===== src/rtl/div_hilo_ctrl.sv =====
// EX-stage sequencer for signed DIV: latches operands, starts the divider,
// stalls the pipeline while it runs, and owns the HI/LO registers.
module div_hilo_ctrl #(
   parameter int WIDTH = 32
) (
   input  logic               clk,
   input  logic               resetn,
   input  logic               div_req,
   input  logic [WIDTH-1:0]   div_dividend,
   input  logic [WIDTH-1:0]   div_divisor,
   input  logic               kill,
   input  logic               mt_hi,
   input  logic               mt_lo,
   input  logic [WIDTH-1:0]   mt_data,
   output logic [WIDTH-1:0]   hi,
   output logic [WIDTH-1:0]   lo,
   output logic               stall,
   output logic               dz,
   output logic [2*WIDTH-1:0] dv_a,
   output logic [WIDTH-1:0]   dv_b,
   output logic               dv_start,
   input  logic               dv_busy,
   input  logic [2*WIDTH-1:0] dv_q,
   input  logic [WIDTH-1:0]   dv_r
);

   typedef enum logic [2:0] {
      ST_IDLE    = 3'd0,
      ST_ISSUE   = 3'd1,
      ST_WAIT_HI = 3'd2,
      ST_WAIT_LO = 3'd3,
      ST_DRAIN   = 3'd4
   } state_t;

   state_t           state_r;
   state_t           state_s;
   logic [WIDTH-1:0] op_a_r;
   logic [WIDTH-1:0] op_b_r;
   logic [WIDTH-1:0] hi_r;
   logic [WIDTH-1:0] lo_r;
   logic             dz_r;
   logic             dv_start_r;
   logic             started_r;
   logic             stall_s;
   logic             idle_s;
   logic             div_zero_s;
   logic             accept_s;
   logic             dz_bypass_s;
   logic             mt_ok_s;
   logic             capture_s;
   logic             unused_q_hi_s;

   assign idle_s      = (state_r == ST_IDLE);
   assign div_zero_s  = (div_divisor == {WIDTH{1'b0}});
   assign accept_s    = idle_s & div_req & ~kill & ~div_zero_s;
   assign dz_bypass_s = idle_s & div_req & ~kill & div_zero_s;
   // Any DIV presented in IDLE (including the zero-divisor bypass) wins over MTHI/MTLO.
   assign mt_ok_s     = idle_s & ~kill & ~div_req;
   assign capture_s   = (state_r == ST_WAIT_LO) & ~kill & ~dv_busy;
   assign unused_q_hi_s = ^dv_q[2*WIDTH-1:WIDTH];

   // Next-state and combinational stall decode.
   always_comb begin
      state_s = state_r;
      stall_s = 1'b0;
      case (state_r)
         ST_IDLE: begin
            stall_s = accept_s;
            if (accept_s) state_s = ST_ISSUE;
            else          state_s = ST_IDLE;
         end
         ST_ISSUE: begin
            stall_s = 1'b1;
            if (kill) state_s = ST_DRAIN;
            else      state_s = ST_WAIT_HI;
         end
         ST_WAIT_HI: begin
            stall_s = 1'b1;
            if (kill)         state_s = ST_DRAIN;
            else if (dv_busy) state_s = ST_WAIT_LO;
            else              state_s = ST_WAIT_HI;
         end
         ST_WAIT_LO: begin
            stall_s = dv_busy;
            if (kill)          state_s = ST_DRAIN;
            else if (!dv_busy) state_s = ST_IDLE;
            else               state_s = ST_WAIT_LO;
         end
         ST_DRAIN: begin
            stall_s = 1'b1;
            if (started_r && !dv_busy) state_s = ST_IDLE;
            else                       state_s = ST_DRAIN;
         end
         default: begin
            stall_s = 1'b0;
            state_s = ST_IDLE;
         end
      endcase
   end

   // State register, start pulse and the start-seen flag used by DRAIN.
   always_ff @(posedge clk or negedge resetn) begin
      if (!resetn) begin
         state_r    <= ST_IDLE;
         dv_start_r <= 1'b0;
         started_r  <= 1'b0;
      end else begin
         state_r    <= state_s;
         dv_start_r <= (state_s == ST_ISSUE);
         if (state_s == ST_IDLE) started_r <= 1'b0;
         else if (dv_start_r)    started_r <= 1'b1;
         else                    started_r <= started_r;
      end
   end

   // Operand latch; held from ISSUE through capture so dv_a's sign bit stays stable.
   always_ff @(posedge clk or negedge resetn) begin
      if (!resetn) begin
         op_a_r <= {WIDTH{1'b0}};
         op_b_r <= {WIDTH{1'b0}};
      end else if (accept_s) begin
         op_a_r <= div_dividend;
         op_b_r <= div_divisor;
      end
   end

   // HI/LO and sticky divide-by-zero flag.
   always_ff @(posedge clk or negedge resetn) begin
      if (!resetn) begin
         hi_r <= {WIDTH{1'b0}};
         lo_r <= {WIDTH{1'b0}};
         dz_r <= 1'b0;
      end else if (dz_bypass_s) begin
         hi_r <= div_dividend;
         lo_r <= {WIDTH{1'b1}};
         dz_r <= 1'b1;
      end else if (accept_s) begin
         dz_r <= 1'b0;
      end else if (capture_s) begin
         lo_r <= dv_q[WIDTH-1:0];
         hi_r <= dv_r;
      end else if (mt_ok_s) begin
         if (mt_hi) hi_r <= mt_data;
         if (mt_lo) lo_r <= mt_data;
      end
   end

   assign hi       = hi_r;
   assign lo       = lo_r;
   assign dz       = dz_r;
   assign stall    = stall_s;
   assign dv_start = dv_start_r;
   assign dv_a     = {{WIDTH{op_a_r[WIDTH-1]}}, op_a_r};
   assign dv_b     = op_b_r;

endmodule


===== config.mk =====
export PLATFORM = sky130hd
export DESIGN_NAME = div_hilo_ctrl
export DESIGN_NICKNAME = d
export VERILOG_FILES = /design/src/rtl/div_hilo_ctrl.sv
export SDC_FILE = /design/constraint.sdc
export NUM_CORES = 1
export LEC_CHECK = 0
export CAP_MARGIN = 20
export CORE_AREA = 2 2 139 141
export CTS_BUF_LIST = sky130_fd_sc_hd__clkbuf_4 sky130_fd_sc_hd__clkbuf_8 sky130_fd_sc_hd__clkbuf_16
export DETAILED_ROUTE_END_ITERATION = 10
export DIE_AREA = 0 0 141 143
export PLACE_DENSITY = 0.72
export SYNTH_ARGS = -nofsm -noshare
export SYNTH_HDL_FRONTEND = slang
export SYNTH_SLANG_ARGS = --single-unit
export TNS_END_PERCENT = 5

===== constraint.sdc =====
create_clock -name clk -period 2.6 [get_ports clk]
set_clock_uncertainty 0.2 [all_clocks]
set_input_delay 0.39 -clock clk [delete_from_list [all_inputs] [get_ports clk]]
set_output_delay 0.39 -clock clk [all_outputs]
set_load 0.05 [all_outputs]

==> impl_metrics.sql, run 1 <==
INSERT INTO impl_metrics (metric_group, metric, value, unit) VALUES
('timing', 'period_minus_slack', '2570', 'ps'),
('critical_path', 'timing.critical_path.arrival', '1980', 'ps'),
('clock_network', 'cts_inserted_buffers', '17', ''),
('placed_design', 'place_congestion', '0.824', ''),
('critical_path', 'worst_ep_required_time', '2010', 'ps'),
('timing', 'timing_limited_maximum_frequency', '389', 'MHz'),
('worst_hold_path', 'timing.hold.worst.class', 'in -> reg', ''),
('status', 'outcome', 'complete, no violations', ''),
('cells_and_area', 'finish.net_count', '1096', ''),
('synth', 'synth.yosys.seq_area_share', '53.0', '%'),
('synth', 'synth_warnings', '0', ''),
('detailed_routing', 'routed_wire_length_per_instance', '19.5', 'um'),
('placed_design', 'dp_hpwl', '16.1', 'mm'),
('worst_hold_path', 'hp-start', 'div_divisor[15]', ''),
('floorplanning', 'fp.dieW', '141', 'um'),
('floorplanning', 'die_h', '143', 'um'),
('detailed_routing', 'wl', '22.3', 'mm'),
('power', 'share_clk_of_total_power', '17.6', '%'),
('critical_path', 'timing.critical_path.fanout_max', '2', ''),
('critical_path', 'critical_path.slowest_cell', 'clkdlybuf4s50_1', ''),
('power', 'ir_drop', '643', 'uV'),
('synth', 'number_of_flops_mapped_to_enable_cells_by_yosys', '0', ''),
('synth', 'post_synth_main_area_contributors', 'dfrtp_1, mux2_2, mux2_1', ''),
('synth', 'syn-mean-instance-area', '11.1', 'sq um'),
('cells_and_area', 'fill_cell_total_of_the_finished_layout', '1585', ''),
('synth', 'ys.flop_type', 'dfrtp_1', ''),
('flow_run', 'max_cap_check_violation_count', '0', ''),
('power', 'power.internal', '8.16', 'mW'),
('placed_design', 'dp_slack', '-334', 'ps'),
('global_route', 'grt_pass1_vias', '6074', ''),
('placed_design', 'numPortBuffers', '329', ''),
('placed_design', 'place.detailed.instances', '1106', ''),
('cells_and_area', 'insertedDiodeCount', '0', ''),
('clock_network', 'cts_max_path_buffers', '2', ''),
('power', 'p_comb_share', '59.1', '%'),
('synth', 'syn-instance-count', '568', ''),
('cells_and_area', 'layout.cell_area.non_filler', '10700', 'sq um'),
('synth', 'synth_top_cell_area_share', '53.0', '%'),
('synth', 'post_synth_num_cell_types', '31', ''),
('cells_and_area', 'instances_no_fill', '1143', ''),
('detailed_routing', 'post_drt_via_cell_ratio', '5.18', ''),
('detailed_routing', 'drt-met1-wl', '9.01', 'mm'),
('timing', 'slew_headroom', '62.5', '%'),
('synth', 'synth.most_common_cell', 'dfrtp_1', ''),
('placed_design', 'placed_area', '9960', 'sq um'),
('critical_path', 'r2r-start', 'state_r[2]$_DFF_PN0_', ''),
('synth', 'synthesis.area', '6330', 'sq um'),
('power', 'net-switching-power', '7.60', 'mW'),
('critical_path', 'timing.critical_path.to_type', 'output pin', ''),
('clock_network', 'root_buffer', 'clkbuf_16', ''),
('critical_path', 'crit_path_start_kind', 'input pin', ''),
('power', 'power.density_cell_area', '1470', 'nW/um^2'),
('critical_path', 'timing_worst_setup_path_type', 'in -> out', ''),
('cells_and_area', 'area_growth', '69.1', '%'),
('cells_and_area', 'utilization', '57.6', '%'),
('floorplanning', 'core_region_area', '18600', 'sq um'),
('critical_path', 'cp-startpoint', 'div_divisor[26]', ''),
('timing', 'hold_violations', '0', ''),
('detailed_routing', 'dr_wl_met3', '1.72', 'mm'),
('detailed_routing', 'number_of_detailed_route_iterations_in_the_first_pass', '4', ''),
('clock_network', 'cts_sinks', '134', ''),
('synth', 'synth_top_cells_by_count', 'dfrtp_1, nand3_1, a21oi_1, mux2_2, buf_4', ''),
('global_route', 'grt_pass1_wl', '34.1', 'mm'),
('clock_network', 'insertion_delay', '410', 'ps'),
('cells_and_area', 'post_route_cells_drive_above_1_share', '21.6', '%'),
('synth', 'async_flop_share', '100', '%'),
('timing', 'finalSetupViolations', '0', ''),
('floorplanning', 'initial_core_util', '34.1', '%'),
('timing', 'final_critical_path_setup_slack', '32.4', 'ps'),
('power', 'static-leakage-power', '4.39', 'nW'),
('timing', 'drv_slew', '0', '');
layout make-up:
class | count | area (sq um) | share of cell area (%)
Sequential cell | 134 | 3350 | 31.3
Tap cell | 234 | 293 | 2.74
Multi-Input combinational cell | 357 | 2600 | 24.3
Inverter | 1 | 3.75 | 0.0351
Clock buffer | 19 | 447 | 4.17
Timing Repair Buffer | 386 | 3780 | 35.3
Clock inverter | 12 | 226 | 2.12
sequential cells by signal (all words and copies together), names as in the netlist:
register	cells
dv_b	32
hi	32
lo	32
op_a_r	32
state_r	3
dv_start	1
dz	1
started_r	1
logic make-up (layout without fill, tap and decap cells):
logic type | after synthesis | count (layout) | synth area share [%]
and+or+nand+nor | 123 | 123 | 9.41
muxes | 96 | 96 | 17.1
buffers and inverters | 77 | 418 | 7.19
xor gates and xnor gates | 1 | 1 | 0.138
AOI/OAI and AO/OA | 137 | 137 | 13.2
DFF | 134 | 134 | 53.0
cells in the final DEF (no fill, tap or decap), types with 17 or more instances in the layout:
| cell | count |
|---|---|
| clkdlybuf4s50_1 | 289 |
| dfrtp_1 | 134 |
| buf_4 | 78 |
| nand3_1 | 66 |
| a21oi_1 | 64 |
| mux2_2 | 61 |
| mux2_1 | 35 |
| o21ai_0 | 34 |
| nand2_1 | 33 |
| o2bb2ai_1 | 32 |
| clkbuf_16 | 17 |
worst max-delay path, delay by kind of cell:
family / cells / cell delay [ps]
buf+inv: 3 / 710
compound gates: 2 / 300
simple gates: 2 / 570
what timing repair did:
item | CTS | global route
endpoints found under the setup margin | 1 | 1
pin swaps | 4 | 4
hold endpoints to repair | 52 | 0
hold buffers | 1 | 0
resized for setup | 8 | 2
setup buffers | 3 | 2
worst paths after layout:
kind	endpoint	slack, ps	depth (start not counted)
max in group asynchronous	op_a_r[10]$_DFFE_PN0N_	1250	3
hold reg to reg	hi[19]$_DFFE_PN0P_	280	1
min in group asynchronous	op_a_r[27]$_DFFE_PN0N_	320	2
setup / recovery	stall	30	7
hold / removal	dv_b[15]$_DFFE_PN0N_	180	2
setup reg to reg	lo[0]$_DFFE_PN0P_	360	8
metrics by stage:
step / TNS [ps] / hold WS [ps] / power [mW]
4_1_cts: 0 / 165 / 15.9
3_5_place_dp: -36480 / 201 / 13.0
5_1_grt: -6.00 / 181 / 16.4
6_report: 0 / 183 / 15.8
2_1_floorplan: 0 / -106 / 9.89
3_3_place_gp: -28550 / 200 / 12.9
power by group through the flow:
stage	Sequential [mW]	Combinational [mW]	Clock, mW
global route	3.80	9.63	2.93
global placement	3.65	9.27	0
finish	3.67	9.32	2.77
detailed placement	3.69	9.34	0
CTS	3.67	9.37	2.83
floorplan	7.23	2.66	0
routing by layer:
layer	track usage (%)	vias up
li1	-	2698
met1	26.3	2915
met2	38.2	280
met3	6.94	24
met4	7.53	0
met5	0	-
Note: power is estimated with default switching activity, not from simulation.
==> inputs of run 2 (changes only) <==
--- a/config.mk
+++ b/config.mk
@@ -6,11 +6,10 @@
 export NUM_CORES = 1
 export LEC_CHECK = 0
 export CAP_MARGIN = 20
-export CORE_AREA = 2 2 139 141
+export CORE_UTILIZATION = 30
 export CTS_BUF_LIST = sky130_fd_sc_hd__clkbuf_4 sky130_fd_sc_hd__clkbuf_8 sky130_fd_sc_hd__clkbuf_16
 export DETAILED_ROUTE_END_ITERATION = 10
-export DIE_AREA = 0 0 141 143
-export PLACE_DENSITY = 0.72
+export PLACE_DENSITY = 0.65
 export SYNTH_ARGS = -nofsm -noshare
 export SYNTH_HDL_FRONTEND = slang
 export SYNTH_SLANG_ARGS = --single-unit
==> impl_metrics.sql, run 2 (synthesis gave the netlist of run 1 again) <==
INSERT INTO impl_metrics (metric_group, metric, value, unit) VALUES
('floorplanning', 'core_region_area', '20400', 'sq um'),
('timing', 'timing_limited_maximum_frequency', '399', 'MHz'),
('global_route', 'grt_pass1_wl', '35.3', 'mm'),
('critical_path', 'worstPathCellList', 'clkdlybuf4s50_1 > nor4_2 > nand4_1 > buf_4 > o21ai_4 > buf_6 > o21ai_2 > buf_12', ''),
('cells_and_area', 'mostFrequentLayoutCells', 'clkdlybuf4s50_1, dfrtp_1, buf_4, nand3_1, a21oi_1', ''),
('power', 'power.density_cell_area', '1440', 'nW/um^2'),
('floorplanning', 'ios', '362', ''),
('detailed_routing', 'num_vias', '5858', ''),
('clock_network', 'cts_sinks', '134', ''),
('critical_path', 'critical_path.slowest_cell', 'clkdlybuf4s50_1', ''),
('timing', 'period_minus_slack', '2500', 'ps'),
('critical_path', 'timing.critical_path.fanout_max', '2', ''),
('floorplanning', 'initial_core_util', '31.0', '%'),
('worst_hold_path', 'timing.hold.worst.class', 'in -> reg', ''),
('cells_and_area', 'finish.net_count', '1101', ''),
('cells_and_area', 'insertedDiodeCount', '0', ''),
('detailed_routing', 'wl', '23.1', 'mm'),
('timing', 'slew_headroom', '59.9', '%'),
('clock_network', 'cts_inserted_buffers', '17', ''),
('critical_path', 'worst_ep_required_time', '2010', 'ps'),
('timing', 'drv_slew', '0', ''),
('global_route', 'grt_max_degree', '55', ''),
('floorplanning', 'fp.dieW', '147', 'um'),
('clock_network', 'root_buffer', 'clkbuf_16', ''),
('placed_design', 'placed_area', '10000', 'sq um'),
('clock_network', 'htree_levels', '4', ''),
('critical_path', 'timing.reg2reg.worst_path_depth', '8', ''),
('critical_path', 'critical-path-max-stage-delay', '460', 'ps'),
('critical_path', 'worst_flop_to_flop_path_endpoint', 'lo[28]$_DFFE_PN0P_', ''),
('power', 'static-leakage-power', '4.45', 'nW'),
('worst_hold_path', 'worst_hold_path.num_cells', '2', ''),
('cells_and_area', 'area_growth', '69.1', '%'),
('detailed_routing', 'post_drt_via_cell_ratio', '4.94', ''),
('critical_path', 'timing.critical_path.to_type', 'output pin', ''),
('detailed_routing', 'routed_wire_length_per_instance', '19.5', 'um'),
('worst_hold_path', 'timing.hold.worst_endpoint', 'dv_b[31]$_DFFE_PN0N_', ''),
('timing', 'post-route-period-util', '96.3', '%'),
('global_route', 'antenna_found_initial', '0', ''),
('cells_and_area', 'layout.cell_area.non_filler', '10700', 'sq um'),
('critical_path', 'timing.critical_path.arrival', '1910', 'ps'),
('detailed_routing', 'drt_iter0_markers', '268', ''),
('placed_design', 'place_congestion', '0.798', ''),
('placed_design', 'place.detailed.instances', '1147', ''),
('detailed_routing', 'final_antenna_net_count', '0', ''),
('timing', 'worst_pin_slew', '600', 'ps'),
('critical_path', 'r2r-start', 'state_r[2]$_DFF_PN0_', ''),
('placed_design', 'numPortBuffers', '329', ''),
('critical_path', 'reg2reg_setup_slack', '340', 'ps'),
('worst_hold_path', 'hp-start', 'div_divisor[31]', ''),
('timing', 'hold_violations', '0', ''),
('clock_network', 'cts_tree', 'done', ''),
('detailed_routing', 'number_of_detailed_route_iterations_in_the_first_pass', '4', ''),
('cells_and_area', 'layout_commonest_cell', 'clkdlybuf4s50_1', ''),
('timing', 'finalSetupViolations', '0', ''),
('global_route', 'grt-ovfl-total', '0', ''),
('clock_network', 'clock_transition_at_the_registers_of_the_reported_paths', '60', 'ps'),
('detailed_routing', 'drt_drc_violations_left', '0', ''),
('global_route', 'grt_pass1_vias', '6044', ''),
('critical_path', 'crit_path_start_kind', 'input pin', ''),
('clock_network', 'cts_max_path_buffers', '2', ''),
('cells_and_area', 'post_route_cells_drive_above_1_share', '22.3', '%'),
('flow_run', 'max_cap_check_violation_count', '0', ''),
('floorplanning', 'die_h', '147', 'um'),
('clock_network', 'insertion_delay', '410', 'ps'),
('timing', 'final.setup.tns', '0', 'ps'),
('cells_and_area', 'instances_no_fill', '1185', ''),
('global_route', 'grt_use_total', '21.6', '%'),
('power', 'ir_drop', '629', 'uV'),
('floorplanning', 'floorplan.die_area', '21700', 'sq um'),
('floorplanning', 'std_cell_rows', '52', ''),
('placed_design', 'dp_hpwl', '17.0', 'mm'),
('timing', 'unrepaired_setup_endpoints_after_global_routing', 'no', ''),
('critical_path', 'timing_worst_setup_path_type', 'in -> out', ''),
('status', 'outcome', 'complete, no violations', '');
[run 2: timing repair]
| item | CTS | global route |
|---|---|---|
| setup buffers | 5 | 0 |
| gates cloned | 0 | 0 |
| endpoints found under the hold margin | 50 | 0 |
| hold buffers | 1 | 0 |
| setup endpoints to repair | 1 | 1 |
| pin swaps | 5 | 6 |
| gates resized for setup | 10 | 12 |
[run 2: per-stage QoR]
stage / power [mW] / setup WS (ps) / hold slack (ps) / util, %
after global routing: 16.1 / 8.96 / 62.1 / 52.4
after floorplan: 9.89 / 56.8 / -106 / -
after global placement: 13.0 / -322 / 191 / 49.0
after CTS: 15.6 / 14.2 / 140 / 52.2
final: 15.4 / 95.1 / 86.7 / 52.4
after detailed placement: 13.1 / -341 / 196 / 49.0
[run 2: where the power goes]
| group | total [mW] | switching [mW] | internal [mW] |
|---|---|---|---|
| registers | 3.64 | 0.535 | 3.11 |
| logic | 9.35 | 6.12 | 3.22 |
| clock network | 2.45 | 0.974 | 1.48 |
| total | 15.4 | 7.63 | 7.81 |
[run 2: critical path: cells and delay by family]
| kind | cells | cell delay, ps |
|---|---|---|
| buffers and inverters | 4 | 920 |
| AO/OA/AOI/OAI | 2 | 220 |
| AND/OR/NAND/NOR | 2 | 400 |
[run 2: routing by layer]
layer | track usage [%] | up-vias | wire, um
met5 | 0 | - | 0
met4 | 6.29 | 0 | 403
met3 | 6.61 | 23 | 1880
met2 | 35.4 | 273 | 11200
met1 | 27.3 | 2870 | 9580
li1 | - | 2692 | -
[run 2: area by class of cell]
| cell class | instances | area (sq um) |
|---|---|---|
| multi-input combinational | 357 | 2610 |
| tap | 270 | 338 |
| clock buffer | 19 | 453 |
| inverter | 1 | 3.75 |
| timing repair buffer | 391 | 3810 |
| fill | 1837 | 9720 |
| sequential | 134 | 3350 |
| clock inverter | 13 | 145 |
[run 2: worst max path at each step]
stage,from,to,slack [ps],cells after the start
6_report,div_divisor[19],stall,100,8
5_1_grt,div_divisor[19],stall,9,8
4_1_cts,div_divisor[25],stall,10,8
3_5_place_dp,div_divisor[18],lo[22]$_DFFE_PN0P_,-340,10
3_3_place_gp,div_divisor[18],lo[22]$_DFFE_PN0P_,-320,10
2_1_floorplan,state_r[2]$_DFF_PN0_,stall,60,7
